**config.mk**
```make
export PLATFORM = sky130hd
export DESIGN_NAME = instr_fetch
export DESIGN_NICKNAME = d
export VERILOG_FILES = /design/src/rtl/instr_fetch.sv
export SDC_FILE = /design/constraint.sdc
export NUM_CORES = 1
export LEC_CHECK = 0
export CAP_MARGIN = 20
export CELL_PAD_IN_SITES_DETAIL_PLACEMENT = 1
export CELL_PAD_IN_SITES_GLOBAL_PLACEMENT = 2
export CORE_MARGIN = 2
export CORE_UTILIZATION = 27
export CTS_CLUSTER_DIAMETER = 60
export DETAILED_ROUTE_END_ITERATION = 12
export PLACE_DENSITY = 0.85
export SETUP_SLACK_MARGIN = 0.05
export SLEW_MARGIN = 20
export SYNTH_ARGS = -nofsm -noshare
export SYNTH_HDL_FRONTEND = slang
export SYNTH_SLANG_ARGS = --single-unit
```
**constraint.sdc**
```tcl
create_clock -name clk -period 4.4 [get_ports clk]
set_clock_uncertainty 0.2 [all_clocks]
set_input_delay 0.88 -clock clk [delete_from_list [all_inputs] [get_ports clk]]
set_output_delay 0.88 -clock clk [all_outputs]
set_load 0.005 [all_outputs]
```
**src/rtl/instr_fetch.sv**
```systemverilog
// instr_fetch: sequential instruction fetch unit.
// Walks a 5-bit program counter through a 32-entry synchronous ROM,
// resolves JMP and HALT locally and hands every other word to the decoder
// over a valid/ready handshake. All outputs come straight from registers.
module instr_fetch #(
  parameter logic [4:0] RESET_PC = 5'd0
) (
  input  logic       clk,
  input  logic       rst,
  input  logic       run,
  output logic [4:0] mem_addr,
  output logic       mem_rd,
  input  logic [7:0] mem_data,
  output logic [7:0] instruction,
  output logic       instr_valid,
  input  logic       instr_ready,
  output logic [4:0] pc,
  output logic       halted
);

  typedef enum logic [2:0] {
    ST_IDLE   = 3'd0,
    ST_REQ    = 3'd1,
    ST_WAIT   = 3'd2,
    ST_ISSUE  = 3'd3,
    ST_HALTED = 3'd4
  } state_t;

  localparam logic [2:0] OP_JMP  = 3'b110;
  localparam logic [2:0] OP_HALT = 3'b111;

  state_t     state_r;
  logic [4:0] pc_r;
  logic       mem_rd_r;
  logic [7:0] instruction_r;
  logic       instr_valid_r;
  logic       halted_r;

  // Next PC for sequential flow; 5-bit arithmetic wraps 31 back to 0.
  function automatic logic [4:0] pc_inc(input logic [4:0] cur);
    pc_inc = cur + 5'd1;
  endfunction

  // Fetch FSM; mem_rd/instr_valid/halted are set on the edge entering
  // REQ/ISSUE/HALTED so they are registered and aligned with the state.
  always_ff @(posedge clk) begin
    if (rst) begin
      state_r       <= ST_IDLE;
      pc_r          <= RESET_PC;
      mem_rd_r      <= 1'b0;
      instruction_r <= 8'h00;
      instr_valid_r <= 1'b0;
      halted_r      <= 1'b0;
    end else begin
      case (state_r)
        ST_IDLE: begin
          if (run) begin
            state_r  <= ST_REQ;
            mem_rd_r <= 1'b1;
          end else begin
            state_r  <= ST_IDLE;
            mem_rd_r <= 1'b0;
          end
        end
        ST_REQ: begin
          // ROM samples the address on this edge; data arrives in WAIT.
          state_r  <= ST_WAIT;
          mem_rd_r <= 1'b0;
        end
        ST_WAIT: begin
          case (mem_data[7:5])
            OP_HALT: begin
              // pc stays on the HALT word.
              state_r  <= ST_HALTED;
              halted_r <= 1'b1;
            end
            OP_JMP: begin
              // Jump is resolved here and never reaches the decoder.
              pc_r     <= mem_data[4:0];
              state_r  <= ST_REQ;
              mem_rd_r <= 1'b1;
            end
            default: begin
              instruction_r <= mem_data;
              instr_valid_r <= 1'b1;
              pc_r          <= pc_inc(pc_r);
              state_r       <= ST_ISSUE;
            end
          endcase
        end
        ST_ISSUE: begin
          // Hold the word until the decoder takes it; run only matters then.
          if (instr_ready) begin
            instr_valid_r <= 1'b0;
            if (run) begin
              state_r  <= ST_REQ;
              mem_rd_r <= 1'b1;
            end else begin
              state_r  <= ST_IDLE;
              mem_rd_r <= 1'b0;
            end
          end else begin
            state_r       <= ST_ISSUE;
            instr_valid_r <= 1'b1;
          end
        end
        ST_HALTED: begin
          // Sticky until reset.
          state_r  <= ST_HALTED;
          halted_r <= 1'b1;
        end
        default: begin
          state_r       <= ST_IDLE;
          mem_rd_r      <= 1'b0;
          instr_valid_r <= 1'b0;
        end
      endcase
    end
  end

  assign mem_addr    = pc_r;
  assign pc          = pc_r;
  assign mem_rd      = mem_rd_r;
  assign instruction = instruction_r;
  assign instr_valid = instr_valid_r;
  assign halted      = halted_r;

endmodule

```
After elaboration in Yosys (flattened, before gate mapping)
Cells that the tools add are included.

operators by class
  $add $sub $neg = 1
  eq/ne operators = 10
  mux-type cells = 14
  bitwise gates (word level) = 4
  reductions and logical operators = 9

operators by type and width
  cell                                                  count
  one-hot mux 3 bit (5 select lines)                    1
  one-hot mux 5 bit (2 select lines)                    1
  equality test 3 bit (second input constant)           3
  != test 2 bit (second input constant)                 4
  AND reduction 2 bit                                   4
  2-to-1 mux 1 bit                                      7
  equality test 3 x 2 -> 1 bit (second input constant)  2
  one-hot mux 3 bit (2 select lines)                    1
  adder 5 x 1 -> 5 bit (second input constant)          1
  inverter 1 bit                                        4
  one-hot mux 1 bit (4 select lines)                    1
  equality test 3 x 1 -> 1 bit (second input constant)  1
  logical NOT 3 bit                                     1
  2-to-1 mux 3 bit                                      1
  one-hot mux 1 bit (3 select lines)                    1
  AND reduction 3 bit                                   1
  OR reduction 3 bit                                    1
  one-hot mux 1 bit (2 select lines)                    1
  nonzero test 2 bit                                    1
  OR reduction 2 bit                                    1

storage, ports and cells
  bits in registers = 19
  bits of input ports = 12
  output and inout port bits = 21
  logic and storage cells = 44

Depth between registers and ports, before layout
  word-level depth = 4
  depth in mapped cells = 6
  gate-level depth less buffers = 5

Worst setup path after synthesis
No wires, ideal clock.

  path type = input to register
  start = in mem_data[7]
  end = reg pc_r[4], in the netlist mem_addr[4]
  library setup time = 70 ps
  arrival time = 1951 ps
  required time = 4130 ps
  path slack = 2179 ps
  stages = 5
  path buffers = 1
  cell sequence = and3b_1 -> buf_6 -> or4b_1 -> a21o_1 -> a21oi_1

on the way
  cells in the longest elaborated chain, start to end = 3
  elaborated cells between the ends (all ways) = 5
  classes of those cells = eq/ne: 2; mux: 1; bitwise: 1; reduce/logical: 1

RTL lines
  item                                  RTL line  source
  from (decl)                           13        input logic [7:0] mem_data,
  equality test 3 bit                   71        case (mem_data[7:5])
  inverter 1 bit (no source line)       --
  AND reduction 2 bit (no source line)  --
  to (signal assigned)                  79        pc_r <= mem_data[4:0];
  to (signal assigned)                  86        pc_r <= pc_inc(pc_r);
  to (decl)                             33        logic [4:0] pc_r;

Several ways; a longest one is shown, not always the timed one.
A chain may end at the register's enable or synchronous reset.

Worst setup path after layout
  start = in mem_data[5]
  end = reg pc_r[4], in the netlist mem_addr[4]

The elaborated chain is that of the path after synthesis.

==> out/summary.txt <==
Status: complete, no violations
Std-Cell Rows: 21
Fraction of synthesis flops using an asynchronous set or reset pin: 0
Vias per cell: 4.89
Number of primary I/O pins: 33
Number of buffers added by the clock tree synthesis step: 3
Post-synth EDFFs: 0
Top cell type's share of synthesized area: 0.389
Category of the worst setup path capture point: register
Worst-case setup slack after placement: 1.54 ns
Global-route usage over all layers: 0.133
Root buffer selected by CTS: clkbuf_4
Global route overflow: 0
Final estimated routing congestion in global placement: 0.699
Synthesis Warnings: 0
Arrival @ worst endpoint: 2.57 ns
Final ANT Viol Nets: 0
Post-CTS sizing: 0
Crit-path max cell delay: 0.54 ns
Global-route wire length before repair: 4250 um
Count of clock tree sinks: 19
Synth Instances: 115
Routed Wire Length: 2510 um
Clock tree from TritonCTS: built
Worst-path fanout max: 10
Top post-synthesis cells by area: dfxtp_1 (39%), mux2i_1 (9.2%), nor2_1 (6.5%)
Clock transition at the registers of the reported paths: 0.12 ns
Average wire per standard cell: 13.6 um
Transition time of the tightest slew-check pin: 0.717 ns
Worst EP required: 4.44 ns
DRC violation count after routing: 0
Number of antenna diodes: 0
Post-synth top area cell: dfxtp_1
Peak Freq: 0.394 GHz
Most common cell after layout, fill and taps aside: clkdlybuf4s50_1
Max transition margin: 0.520
HPWL after detailed placement: 1860 um
Initial Util: 0.286
Number of fillers in the final layout: 415
Maximum level of the CTS H-tree: 1
Via count: 900
CTS hold repair buffers: 0
Aggregate negative setup slack: 0 ns
Buffer depth of the longest clock path: 2
Area of the placeable core: 3420 um^2
Placed Instance Area: 1270 um^2
Number of maximum-capacitance constraint violations: 0
Avg Synthesized Cell Area: 8.50 um^2
Die Ht: 64.2 um
Slowest-stage cell, CP: or4b_1
Post-CTS Setup Inserts: 0
Kind of start point of the critical path: primary input
Total standard cell area after synthesis: 977 um^2
Unrepaired setup endpoints after global routing: false
Number of DRC markers after the initial detailed-route iteration: 44
Most frequent cells in the layout: clkdlybuf4s50_1 (32), dfxtp_1 (19), nor2_1 (17)
Number of nets in the layout: 152
Final Slew Violations: 0
Die area: 4120 um^2
Final-report hold violation count: 0
Die extent in x: 64.2 um
Standby leakage power: 0.000488 uW
Layout cells sized above 1: 0.0580
Kind of path behind the tightest hold check: register to register
Sequential cell area fraction in the yosys report: 0.389
Mapped Nets: 128
List of cells traversed by the critical path: clkdlybuf4s50_1 > and3b_1 > or4b_1 > a21o_1 > a21oi_1
Port bufs: 32
Post-route worst setup slack: 1.86 ns
Number of antenna violations at the first check in global routing: 0
VDD IR max: 0.000157 V
Post-route clock period utilization: 0.577
Setup Viol. Count Final: 0
Predominant post-synthesis flop cell: dfxtp_1
Pin count of the biggest net entering global routing: 20
Critical path type: primary input to register
Insertion delay of the later-clocked pin in the worst-skew pair: 0.31 ns
P&R area growth vs syn: 32.4%
Post-route cell area: 1290 um^2
Unique cell type count in the Yosys netlist: 33
Drt first pass iters: 2
PwrDens: 280 nW/um^2
Register bit total from synthesis: 19
Min Clock Period, post-route: 2.54 ns
Number of global-route vias before repair: 946
## stage by stage
| step | util | hold slack, ns | total power (uW) | std cells |
|---|---|---|---|---|
| 2_1_floorplan | - | 0.250 | 239 | 115 |
| 3_3_place_gp | 0.371 | 0.246 | 271 | 180 |
| 3_5_place_dp | 0.371 | 0.253 | 275 | 180 |
| 4_1_cts | 0.379 | 0.284 | 368 | 184 |
| 5_1_grt | 0.379 | 0.330 | 387 | 184 |
| 6_report | 0.379 | 0.281 | 362 | 184 |
## synthesized netlist by cell type, drive strengths merged, types with 2 or more instances
library cell,instances
nor3b,3
clkbuf,4
a2111oi,2
nand2b,2
mux2i,9
a21o,4
buf,8
nor3,4
a211oi,2
dfxtp,19
nor2,17
o21ai,2
nor2b,2
a21oi,11
nand2,6
nand3,5
## power by group
group,internal (uW),total [uW],switching [uW]
Sequential,182,195,12.6
Combinational,43.9,75.2,31.3
Clock,34.0,92.5,58.5
Total,260,362,102
## final cells by class
cell class	instances	area (um^2)	share of cell area
repair buffers	32	320	0.248
inverters	1	3.75	0.00290
clock inverters	1	5.00	0.00387
multi-input cells	82	504	0.390
flip-flops and latches	19	380	0.294
well taps	46	57.6	0.0445
clock buffers	3	22.5	0.0174
## path summary, 6_finish.rpt
check	from	end	slack [ns]	cells after the start
setup / recovery	mem_data[5]	mem_addr[4]$_SDFFE_PP0P_	1.86	5
hold / removal	halted$_SDFFE_PP0P_	halted$_SDFFE_PP0P_	0.28	1
setup reg to reg	state_r[1]$_SDFF_PP0_	mem_addr[2]$_SDFFE_PP0P_	2.38	4
hold reg to reg	halted$_SDFFE_PP0P_	halted$_SDFFE_PP0P_	0.28	1
## per-layer routing
metal	global-route usage	up-vias	share of wire
met5	0	-	0
met4	0.0718	0	0.021
li1	-	446	-
met3	0.0229	4	0.036
met1	0.155	431	0.45
met2	0.229	19	0.49
## registers in the layout (all words and copies together) (netlist names)
signal,cells
instruction,8
mem_addr,5
state_r,3
mem_rd,1
instr_valid,1
halted,1
## worst max-delay path, delay by kind of cell
kind                   cells  cell delay, ns
buffers and inverters      1            0.52
and+or+nand+nor            2            0.86
AOI/OAI and AO/OA          2            0.31
## cell families after synthesis
family,after synthesis,share of synthesized area
AND/OR/NAND/NOR,47,0.248
AO/OA/AOI/OAI,25,0.163
flip-flops,19,0.389
buffers and inverters,14,0.0947
multiplexers,9,0.0922
adder cells (fa/ha/maj),1,0.0128
Note: power is estimated with default switching activity, not from simulation.
